[src/rtl/regfile_write_arbiter.sv]
// Round-robin arbiter that owns the single register-file write port for four requesters.
// Optional burst locking is enabled by defining ARB_LOCK_EN.
module regfile_write_arbiter #(
  parameter int unsigned DATA_BITS = 8,
  parameter int unsigned ADDR_BITS = 3,
  parameter int unsigned MAX_LOCK  = 8
) (
  input  logic                   clk,
  input  logic                   reset,
  input  logic [3:0]             req,
  input  logic [4*ADDR_BITS-1:0] req_addr,
  input  logic [4*DATA_BITS-1:0] req_data,
  input  logic [3:0]             req_lock,
  output logic [3:0]             gnt,
  output logic                   wr_en,
  output logic [ADDR_BITS-1:0]   wr_addr,
  output logic [DATA_BITS-1:0]   wr_data,
  output logic [1:0]             src_sel,
  output logic                   locked
);

  localparam int unsigned NUM_REQ  = 4;
  localparam int unsigned CNT_BITS = 8;

  logic [1:0] ptr;
  logic [3:0] mask;
  logic [3:0] elig_c;
  logic       found_c;
  logic [1:0] win_c;

  logic       sel_c;
  logic [1:0] win_sel_c;
  logic       mask_set_c;
  logic [1:0] ptr_next;
  logic       locked_next;

  // First eligible requester at or after the pointer, wrapping modulo 4
  always_comb begin
    elig_c  = req & ~mask;
    found_c = 1'b0;
    win_c   = ptr;
    for (int unsigned k = 0; k < NUM_REQ; k++) begin
      if (!found_c && elig_c[ptr + 2'(k)]) begin
        found_c = 1'b1;
        win_c   = ptr + 2'(k);
      end
    end
  end

`ifdef ARB_LOCK_EN
  typedef enum logic {IDLE = 1'b0, LOCKED = 1'b1} state_t;

  state_t              state, state_next;
  logic [1:0]          owner, owner_next;
  logic [CNT_BITS-1:0] count, count_next;
  logic                at_max_c;

  assign at_max_c = (count + CNT_BITS'(1)) == CNT_BITS'(MAX_LOCK);

  always_ff @(posedge clk or posedge reset) begin
    if (reset) begin
      state <= IDLE;
      owner <= '0;
      count <= '0;
    end else begin
      state <= state_next;
      owner <= owner_next;
      count <= count_next;
    end
  end

  always_comb begin
    state_next = state;
    owner_next = owner;
    count_next = count;
    case (state)
      IDLE: begin
        if (found_c && req_lock[win_c]) begin
          state_next = LOCKED;
          owner_next = win_c;
          count_next = CNT_BITS'(1);
        end
      end
      LOCKED: begin
        if (!req[owner] || !req_lock[owner] || at_max_c) begin
          state_next = IDLE;
          count_next = '0;
        end else begin
          count_next = count + CNT_BITS'(1);
        end
      end
      default: state_next = IDLE;
    endcase
  end

  // While locked the owner bypasses the mask; the mask is only set after a max-length burst
  always_comb begin
    sel_c       = found_c;
    win_sel_c   = win_c;
    mask_set_c  = found_c;
    ptr_next    = found_c ? win_c + 2'd1 : ptr;
    locked_next = 1'b0;
    case (state)
      IDLE: begin
        if (found_c && req_lock[win_c]) begin
          mask_set_c  = 1'b0;
          locked_next = 1'b1;
        end
      end
      LOCKED: begin
        sel_c       = req[owner];
        win_sel_c   = owner;
        ptr_next    = owner + 2'd1;
        locked_next = req[owner];
        mask_set_c  = req[owner] && at_max_c;
      end
      default: sel_c = 1'b0;
    endcase
  end
`else
  logic lock_unused;
  assign lock_unused = ^{req_lock, CNT_BITS'(MAX_LOCK)};

  always_comb begin
    sel_c       = found_c;
    win_sel_c   = win_c;
    mask_set_c  = found_c;
    ptr_next    = found_c ? win_c + 2'd1 : ptr;
    locked_next = 1'b0;
  end
`endif

  // Registered write port; address, data and select hold when no write is issued
  always_ff @(posedge clk or posedge reset) begin
    if (reset) begin
      gnt     <= '0;
      wr_en   <= 1'b0;
      wr_addr <= '0;
      wr_data <= '0;
      src_sel <= '0;
      locked  <= 1'b0;
      ptr     <= '0;
      mask    <= '0;
    end else begin
      gnt    <= sel_c ? (4'b0001 << win_sel_c) : 4'b0000;
      wr_en  <= sel_c;
      locked <= locked_next;
      ptr    <= ptr_next;
      mask   <= mask_set_c ? (4'b0001 << win_sel_c) : 4'b0000;
      if (sel_c) begin
        wr_addr <= req_addr[32'(win_sel_c) * ADDR_BITS +: ADDR_BITS];
        wr_data <= req_data[32'(win_sel_c) * DATA_BITS +: DATA_BITS];
        src_sel <= win_sel_c;
      end
    end
  end

endmodule
[config.mk]
export PLATFORM = sky130hd
export DESIGN_NAME = regfile_write_arbiter
export DESIGN_NICKNAME = d
export VERILOG_FILES = /design/src/rtl/regfile_write_arbiter.sv
export SDC_FILE = /design/constraint.sdc
export NUM_CORES = 1
export LEC_CHECK = 0
export CORE_MARGIN = 5
export CORE_UTILIZATION = 63
export CTS_BUF_LIST = sky130_fd_sc_hd__clkbuf_16
export CTS_CLUSTER_DIAMETER = 80
export DETAILED_ROUTE_END_ITERATION = 8
export DONT_BUFFER_PORTS = 1
export HOLD_SLACK_MARGIN = 0.08
export PLACE_DENSITY_LB_ADDON = 0.15
export SETUP_SLACK_MARGIN = 0.5
export SLEW_MARGIN = 20
export SYNTH_ARGS = -nofsm -noshare
export SYNTH_HDL_FRONTEND = slang
export SYNTH_SLANG_ARGS = --single-unit
[constraint.sdc]
create_clock -name clk -period 1.8 [get_ports clk]
set_input_delay 0.54 -clock clk [delete_from_list [all_inputs] [get_ports clk]]
set_output_delay 0.54 -clock clk [all_outputs]
set_load 0.05 [all_outputs]
==> results of run 1 <==
-- cell families after synthesis --
logic type      Yosys count
flops                    20
simple gates             84
buf+inv                  32
compound gates           54
other cells               1
-- repair_timing --
item,in CTS
pin swaps,3
resized for setup,30
setup buffers,3
endpoints found under the setup margin,38
-- per-stage QoR --
stage               instance area [um2]  cells  hold slack (ns)
floorplan                          1590    191            0.504
global placement                   1740    233            0.589
detailed placement                 1740    233            0.606
CTS                                1960    240            0.345
==> metrics.yaml, run 1 <==
status:
  outcome: "stopped before the end"
  failing_step: "5_1_grt"
  firstError: "[ERROR DPL-0033] detailed placement checks failed during check placement."
synth:
  yosysTopAreaCell: "dfrtp_1"
  synthSimpleGateAreaFrac_pct: 32.3
  synth_mux_area_share_pct: 0
  synth.top_cell.area_share_pct: 32.6
  synth-edff-count: 0
  synth_compound_area_share_pct: 24.5
  synth_xor_area_share_pct: 0
  yosys_warnings: 0
  synthCells: 191
  ys_top_cells_by_area: "dfrtp_1 33%, and3_1 9.0%, a22oi_1 5.4%"
  yosys-top-cells-count: "22 x and3_1, 20 x dfrtp_1, 18 x nor2_1"
  synth_area_per_cell_um2: 8.04
  synth_top_family_by_area: "simple AND/OR/NAND/NOR gates"
  synthAdderAreaFrac_pct: 0
  yosysSeqAreaShare_pct: 32.6
  synth_fp_nets: 245
  synth-main-ff-cell: "dfrtp_1"
  yosysMostFrequentCell: "and3_1"
  synth_area_um2: 1540
  synth_seq_cells: 20
  async_flop_share_pct: 100
  yosysUniqueCellTypes: 41
die:
  die_h_um: 59.4
  dieWidth_um: 59.4
  pin_count: 73
  start_util_pct: 67.5
  fp-row-count: 17
clock_tree:
  cts_sinks: 20
  h-tree-depth: 1
  numCtsBuffers: 3
  cts_buffer_depth: 2
  cts_hold_buf: 0
  cts_root_buf: "clkbuf_16"
timing:
  endpoint_type: "sequential cell input"
  grt_worst_setup_endpoint: "ptr[1]$_DFFE_PP0P_/D"
placed_design:
  globalplace.congestion: 0.874
  portBuffers: 0
  place_ws_ns: -0.136
  dp_hpwl_um: 3700
grt:
  antenna_found_initial: 0
  grt_max_degree: 21
==> run 2, diff against run 1 <==
Settings changed: CORE_UTILIZATION 63 to 40, CTS_BUF_LIST sky130_fd_sc_hd__clkbuf_16 to not set, CTS_CLUSTER_DIAMETER 80 to not set, HOLD_SLACK_MARGIN 0.08 to not set, SETUP_SLACK_MARGIN 0.5 to not set.
==> run 2 against run 1 <==
Against the previous run:
- the flow now finishes, with violations (negative setup slack)
- synthesized cell count stayed put
- synthesized area stayed put
==> metrics.yaml, run 2 <==
job:
  maxCapViolations: 0
timing:
  hold_viol_final: 0
  fin_worst_skew_ns: 0.00485
  slew_headroom_pct: 58.2
  max_freq_mhz: 546
  setup_viol_count_final: 9
  worst_slack_ns: -0.0302
  rsz0062_at_grt: "true"
  finalCritPeriodShare_pct: 102
  worst_pin_slew_ns: 0.626
  timing.setup.tns_ns: -0.121
  finalCriticalPeriod_ns: 1.83
  slew_viol_final: 0
route:
  drcViolationCount: 0
  routedWlPerCell_um: 19.6
  final_antenna_net_count: 0
  first_pass_iters: 4
  routed_wl_um: 5350
  dr_total_vias: 1674
  viasPerCell: 6.13
  drtIter0Drc: 101
power:
  switchingPower_mw: 2.16
  ir_drop_uv: 1030
  p_clk_share_pct: 7.3
  pwr-share-seq_pct: 34.2
  power_frac_comb_pct: 58.5
  p_per_area_nw_per_um2: 1850
  p_leak_nw: 0.990
  p_int_mw: 1.98
  swShare_pct: 52.1
critical_path:
  cp.arrival_ns: 2.01
  criticalPathCategory: "reg -> reg"
  crit_required_ns: 1.98
  r2r_slack_ns: -0.03
  crit_fanout: 11
  crit_path_start_kind: "flip-flop"
  cp-end-kind: "flip-flop"
synth:
  synth-main-ff-cell: "dfrtp_1"
  yosysMostFrequentCell: "and3_1"
  synth_area_um2: 1540  # unchanged
  yosysUniqueCellTypes: 41  # unchanged
  synth_area_per_cell_um2: 8.04  # unchanged
  synth.top_cell.area_share_pct: 32.6  # unchanged
  yosys-top-cells-count: "22 x and3_1, 20 x dfrtp_1, 18 x nor2_1"
  async_flop_share_pct: 100  # unchanged
  synthCells: 191  # unchanged
  yosys_warnings: 0  # unchanged
  yosysTopAreaCell: "dfrtp_1"
  synth_fp_nets: 245  # unchanged
  synth_seq_cells: 20  # unchanged
  synth-edff-count: 0  # unchanged
  ys_top_cells_by_area: "dfrtp_1 33%, and3_1 9.0%, a22oi_1 5.4%"
  yosysSeqAreaShare_pct: 32.6  # unchanged
min_path:
  hold_class: "in -> async"
grt:
  grt_pass1_vias: 1540
  grt_pass1_wl_um: 7500
  grt-ovfl-total: 0
  grt_max_degree: 13
  antenna_found_initial: 0
  grt.total_usage_pct: 18.0
layout:
  largest_reg_flops: 8
  layout-drive-gt1-share_pct: 45.3
  layoutNonFillerInstCount: 273
  layout_commonest_cell: "buf_4"
  top_register: "wr_data"
  antennaDiodeCount: 0
  largestRegisters: "wr_data x8, gnt x4, wr_addr x3"
  postLayoutCellArea_um2: 2230
  final_cell_mix: "41 x buf_4, 20 x and3_1, 17 x nor2_1"
  final_nets: 280
  area_delta_synth_final_pct: 45.6
die:
  coreArea_um2: 3690
  dieWidth_um: 72.0  # +21%
  fp.dieArea_um2: 5180
  start_util_pct: 41.6  # -26 points
  fp-row-count: 22  # +5
  pin_count: 73  # unchanged
  die_h_um: 72.0  # +21%
placed_design:
  globalplace.congestion: 0.872  # -0.23%
  portBuffers: 0  # unchanged
  dp.cells: 260  # +12%
  placed_area_um2: 1790  # +2.9%
  place_ws_ns: -0.379  # -0.243 ns
  dp_hpwl_um: 3780  # +2.4%
clock_tree:
  numCtsBuffers: 3  # unchanged
  cts_sinks: 20  # unchanged
  cts_hold_buf: 0  # unchanged
  cts_buffer_depth: 2  # unchanged
  h-tree-depth: 1  # unchanged
  clkLatencyLatePin_ns: 0.26
  clk_pin_slew_worst_paths_ns: 0.07
  cts_root_buf: "clkbuf_8"
  cts_tree: "built"
status:
  outcome: "finished, violations left"
  failed_checks: "negative setup slack"
[run 2: cell counts after synthesis]
No cell type changed its count.
[run 2: layer usage]
layer | global-route usage (%) | share of wire [%] | vias up | wire, um
met5 | 0 | 0 | - | 0
met4 | 2.51 | 0.92 | 0 | 49
met3 | 5.12 | 6.9 | 7 | 371
met2 | 30.9 | 53 | 62 | 2820
met1 | 22.9 | 39 | 819 | 2110
li1 | - | - | 786 | -
[run 2: cell families after synthesis]
logic type / Yosys count / synth area share [%]
buffers and inverters: 32 / 10.3
AND/OR/NAND/NOR: 84 / 32.3
other: 1 / 0.244
flip-flops: 20 / 32.6
AO/OA/AOI/OAI: 54 / 24.5
[run 2: worst paths after layout]
| path | start | to | cells past startpoint |
|---|---|---|---|
| max in group asynchronous | reset | wr_data[4]$_DFFE_PP0P_ | 2 |
| worst max-delay path | ptr[0]$_DFFE_PP0P_ | wr_data[3]$_DFFE_PP0P_ | 9 |
| min in group clk | req_data[12] | wr_data[4]$_DFFE_PP0P_ | 2 |
| worst max register to register | ptr[0]$_DFFE_PP0P_ | wr_data[3]$_DFFE_PP0P_ | 9 |
| worst min-delay path | reset | src_sel[0]$_DFFE_PP0P_ | 1 |
| worst min register to register | ptr[0]$_DFFE_PP0P_ | ptr[0]$_DFFE_PP0P_ | 3 |
[run 2: critical path, stage by stage, from the launching register on]
cell     delay (ns)
dfrtp_1        0.40
buf_4          0.16
buf_4          0.14
nor2_1         0.14
a41oi_1        0.14
buf_4          0.19
o22ai_1        0.27
nor4_4         0.06
buf_4          0.13
a21oi_1        0.11
[run 2: timing repair]
action,in CTS,in global routing
pin swaps,0,14
setup buffers,0,7
resized for setup,11,47
cloned,0,3
setup endpoints to repair,15,14
[run 2: cell type report]
class | instances | area, um2
fill | 348 | 1450
multi-input combinational | 141 | 1200
sequential | 20 | 505
timing repair buffer | 47 | 378
tap | 48 | 60.1
inverter | 13 | 48.8
clock buffer | 4 | 45.0
[run 2: metrics by stage]
step | total power, mW | util, % | hold WS (ns)
CTS | 3.62 | 51.3 | 0.127
finish | 4.14 | 60.6 | 0.115
detailed placement | 3.24 | 48.5 | 0.411
global placement | 3.18 | 48.5 | 0.402
floorplan | 2.57 | - | 0.504
global route | 4.38 | 60.6 | 0.146
[run 2: power by group through the flow]
stage | logic, mW | registers, mW | clock network [mW]
4_1_cts | 1.91 | 1.40 | 0.311
6_report | 2.42 | 1.42 | 0.302
3_5_place_dp | 1.84 | 1.40 | 0
2_1_floorplan | 1.12 | 1.46 | 0
3_3_place_gp | 1.79 | 1.39 | 0
5_1_grt | 2.61 | 1.44 | 0.330
(Power assumes the default switching activity.)
==> RTL change 1, RTL diff (config.mk and constraints of run 2) <==
Set the parameter `DATA_BITS` to 12 (it was 8).
--- a/src/rtl/regfile_write_arbiter.sv
+++ b/src/rtl/regfile_write_arbiter.sv
@@ -1,7 +1,7 @@
 // Round-robin arbiter that owns the single register-file write port for four requesters.
 // Optional burst locking is enabled by defining ARB_LOCK_EN.
 module regfile_write_arbiter #(
-  parameter int unsigned DATA_BITS = 8,
+  parameter int unsigned DATA_BITS = 12,
   parameter int unsigned ADDR_BITS = 3,
   parameter int unsigned MAX_LOCK  = 8
 ) (
Interface: changed (resized req_data and wr_data); port bits go from 73 to 93. No check against the original RTL was run, so the function may have changed too.
==> RTL change 1 against run 2 <==
The flow still finishes with violations (setup timing). Non-clock buffer count down 21. Sequential cell count increased by 4. Worst hold slack improved by 0.085 ns. Area after synthesis is 1.1% lower. Wire length decreased by 21%. Clock skew is 0.0018 ns lower. Total power is 21% higher. Sequential share of layout area grew 6.4 points. Design area is 6.9% lower. Global-route usage shrank 2.7 points. Worst setup slack improved by 0.030 ns. Synthesized cell count shrank 31%. Maximum frequency is 1.7% higher. Largest power group unchanged. Highest routed layer unchanged.
==> RTL change 1: results (changes against run 2) <==
Timing
  – Worst relative slew slack: 0.664 (+0.0816)
  – Final setup margin: -0.000475 ns (+0.0297 ns)
  – Final Skew: 0.00303 ns (-0.00182 ns)
  – Final TNS setup: -0.000475 ns (+0.120 ns)
  – Final setup viols: 1 (-8)

Global routing
  – First-pass GRT wire length: 6.18 mm (-18%)
  – Met3 usage: 0.0477 (-0.00356)
  – Largest net degree at the start of global routing: 25 (+12)
  – GRT Overall Usage: 0.153 (-0.0268)
  – Vias in the first global route: 1,277 (-17%)

Final layout
  – Layout cells sized above 1: 0.529 (+0.0761)
  – Max reg flops: 12 (+4)

Yosys
  – Syn nets: 202 (-18%)
  – Fraction of synthesized area in multiplexers: 0.198 (+0.198)
  – Sequential share of the synthesized area: 0.396 (+0.0697)
  – Top post-synthesis cells by area: dfrtp_1 40%, mux2i_1 20%, a221oi_2 15%
  – Synth cell types: 28 (-32%)
  – Synth Area in Compound Gates: 0.206 (-0.0392)

Status
  – Failing checks: setup timing
  – Outcome: finished with violations

Route
  – Drt total wl: 4.22 mm (-21%)
  – Avg Vias per Cell: 5.66 (-7.7%)

Worst setup path
  – Crit path DAT: 1.95 ns (-0.06 ns)
  – Reg2Reg Launch Point: mask[2]$_DFF_PP0_
  – CP Max Fanout: 6 (-5)

Placed design
  – Area post-placement: 1660 um^2 (-7.1%)

Power
  – Static Leak: 0.000810 uW (-18%)
## RTL change 1: cell count changes after synthesis, moves of 11 or more
cell | run 2 | this run
mux2i_1 | 0 | 30
and3_1 | 22 | 0
a221oi_2 | 0 | 15
o22ai_1 | 12 | 0
a22oi_1 | 11 | 0
inv_1 | 12 | 1
nor4_1 | 11 | 0
## RTL change 1: timing repair
action	4_1_cts	5_1_grt
resized for setup	7	39
setup buffers	0	3
gates cloned	0	3
setup endpoints to repair	16	18
pin swaps	0	11
## RTL change 1: logic make-up after synthesis
kind of cell	Yosys count
AOI/OAI and AO/OA	27
buffers and inverters	10
and+or+nand+nor	40
muxes	30
DFF	24
other	1
## RTL change 1: area by class of cell
cell class,instances,area (um^2)
tap,48,60.1
fill,316,1580
multi-input combinational,98,1020
clock buffer,3,41.3
timing repair buffer,26,323
sequential,24,604
inverter,1,3.75
clock inverter,1,30.0
## RTL change 1: power by group
group	switching (uW)	internal, uW
clock	176	297
combinational	1250	1560
sequential	931	796
## RTL change 1: worst paths after layout
check / to / depth (start not counted)
min in group clk: wr_data[0]$_DFFE_PP0P_ / 2
setup / recovery: wr_addr[1]$_DFFE_PP0P_ / 7
setup reg to reg: wr_addr[1]$_DFFE_PP0P_ / 7
max in group asynchronous: mask[2]$_DFF_PP0_ / 2
hold reg to reg: ptr[0]$_DFFE_PP0P_ / 2
hold / removal: wr_data[9]$_DFFE_PP0P_ / 2
## RTL change 1: worst max-delay path, cell delays in order (launching register included)
cell and delay [ns]:
dfrtp_2 0.41, nor2b_4 0.05, or3_4 0.37, a31oi_4 0.21, buf_12 0.16, clkbuf_16 0.16, mux2i_2 0.23, a221oi_2 0.08
## RTL change 1: per-layer routing
layer  up-vias  wire [um]
met5         -          0
met4         0         65
met3         7        349
met2        52       2250
met1       549       1550
li1        530          -
## RTL change 1: metrics by stage
| stage | power [uW] | cells | hold WS, ns | setup WS (ns) | util |
|---|---|---|---|---|---|
| global placement | 3640 | 191 | 0.503 | -0.180 | 0.455 |
| CTS | 4260 | 195 | 0.208 | -0.00647 | 0.482 |
| floorplan | 3320 | 132 | 0.526 | -0.186 | - |
| detailed placement | 3710 | 191 | 0.509 | -0.232 | 0.455 |
| global route | 5240 | 201 | 0.222 | -0.0532 | 0.568 |
| finish | 5010 | 201 | 0.200 | -0.000475 | 0.568 |
==> RTL change 2, RTL diff (config.mk and constraints of run 2) <==
Without the edit above. The option `ARB_LOCK_EN` is turned on by a define.
--- a/src/rtl/regfile_write_arbiter.sv
+++ b/src/rtl/regfile_write_arbiter.sv
@@ -1,5 +1,7 @@
 // Round-robin arbiter that owns the single register-file write port for four requesters.
 // Optional burst locking is enabled by defining ARB_LOCK_EN.
+`define ARB_LOCK_EN
+
 module regfile_write_arbiter #(
   parameter int unsigned DATA_BITS = 8,
   parameter int unsigned ADDR_BITS = 3,
Check against the original RTL: not equivalent (Yosys sat finds a counterexample within 4 cycles, from zero or initial values and one cycle with reset high).
==> RTL change 2 against run 2 <==
The run still ends with setup timing left. Area after synthesis grew 63%. Sequential cell count grew 16. Wire length grew 44%. Critical path depth shrank 2. Design area grew 61%. Utilization shrank 0.64 points. Clock skew grew 0.0033 ns. Non-clock buffer count grew 18. Total power grew 93%. Worst setup slack lost 0.25 ns. Via count grew 42%. Worst hold slack gained 0.13 ns.
==> RTL change 2: results (changes against run 2) <==
Final layout
  – Inverters: 7 (-6)
  – NonClk Buf Share: 0.164 (-0.00498)
  – Clock-cell share of area: 0.0310 (+0.0109)
  – Biggest registers after layout: count: 8 flops, wr_data: 8 flops
  – # fillers: 514 (+48%)
  – Non-CTS buffers: 65 (+38%)
  – Seq Cell Count: 36 (+80%)
  – Finished Cell Area: 3590 um^2 (+61%)
  – Multi-Input Combinational: 216 (+53%)
  – Final Non-Filler Cells: 407 (+49%)

Yosys
  – Top post-synthesis cells by area: dfrtp_1 36%, mux2i_1 6.0%, nand2_1 4.2%
  – Syn nets: 332 (+36%)
  – Xor/xnor cell area share of the yosys netlist: 0.00701 (+0.00701)
  – Post-Synth Adder-Cell Area: 0.0300 (+0.0300)
  – Sequential share of the synthesized area: 0.361 (+0.0345)

Timing
  – Final setup margin: -0.282 ns (-0.252 ns)
  – Worst-margin pin slew: 0.530 ns (-0.0955 ns)
  – Final Skew: 0.00818 ns (+0.00333 ns)
  – Final setup viols: 33 (+24)

Power
  – Switching portion of total power: 0.472 (-0.0499)
  – P_clk: 729 uW (+140%)

Clock tree
  – Clock latency on the worst-skew pair: 0.30 ns (+0.04 ns)

Worst setup path
  – Max stage delay cell, worst path: o41ai_2
  – CP max stage delay: 0.51 ns (+0.11 ns)
  – RR Endpoint: ptr[1]$_DFFE_PP0P_
  – Top delay family on crit path: compound AO/OA/AOI/OAI gates

Status
  – Failing checks: setup timing
  – Outcome: finished with violations

Global routing
  – Met3 usage: 0.0636 (+0.0123)
  – GRT Overall Usage: 0.191 (+0.0111)

Floorplan
  – Total die area: 7930 um^2 (+53%)

Route
  – Met3 WL post-DR: 516 um (+39%)
RTL change 2: how the worst max path moves through the flow:
| stage | from | to | slack (ns) | depth (start not counted) |
|---|---|---|---|---|
| floorplan | req[3] | count[2]$_DFFE_PP0P_ | -0.27 | 6 |
| global placement | req[0] | wr_data[7]$_DFFE_PP0P_ | -0.52 | 7 |
| detailed placement | req[0] | wr_data[6]$_DFFE_PP0P_ | -0.62 | 7 |
| CTS | mask[3]$_DFF_PP0_ | owner[1]$_DFFE_PP0P_ | -0.23 | 7 |
| global route | mask[3]$_DFF_PP0_ | count[2]$_DFFE_PP0P_ | -0.36 | 7 |
| finish | mask[3]$_DFF_PP0_ | ptr[1]$_DFFE_PP0P_ | -0.28 | 7 |
RTL change 2: timing repair:
action | CTS | global route
endpoints found under the setup margin | 33 | 34
setup buffers | 3 | 9
resized for setup | 11 | 43
cloned | 0 | 1
hold buffers | 0 | 0
pin swaps | 5 | 15
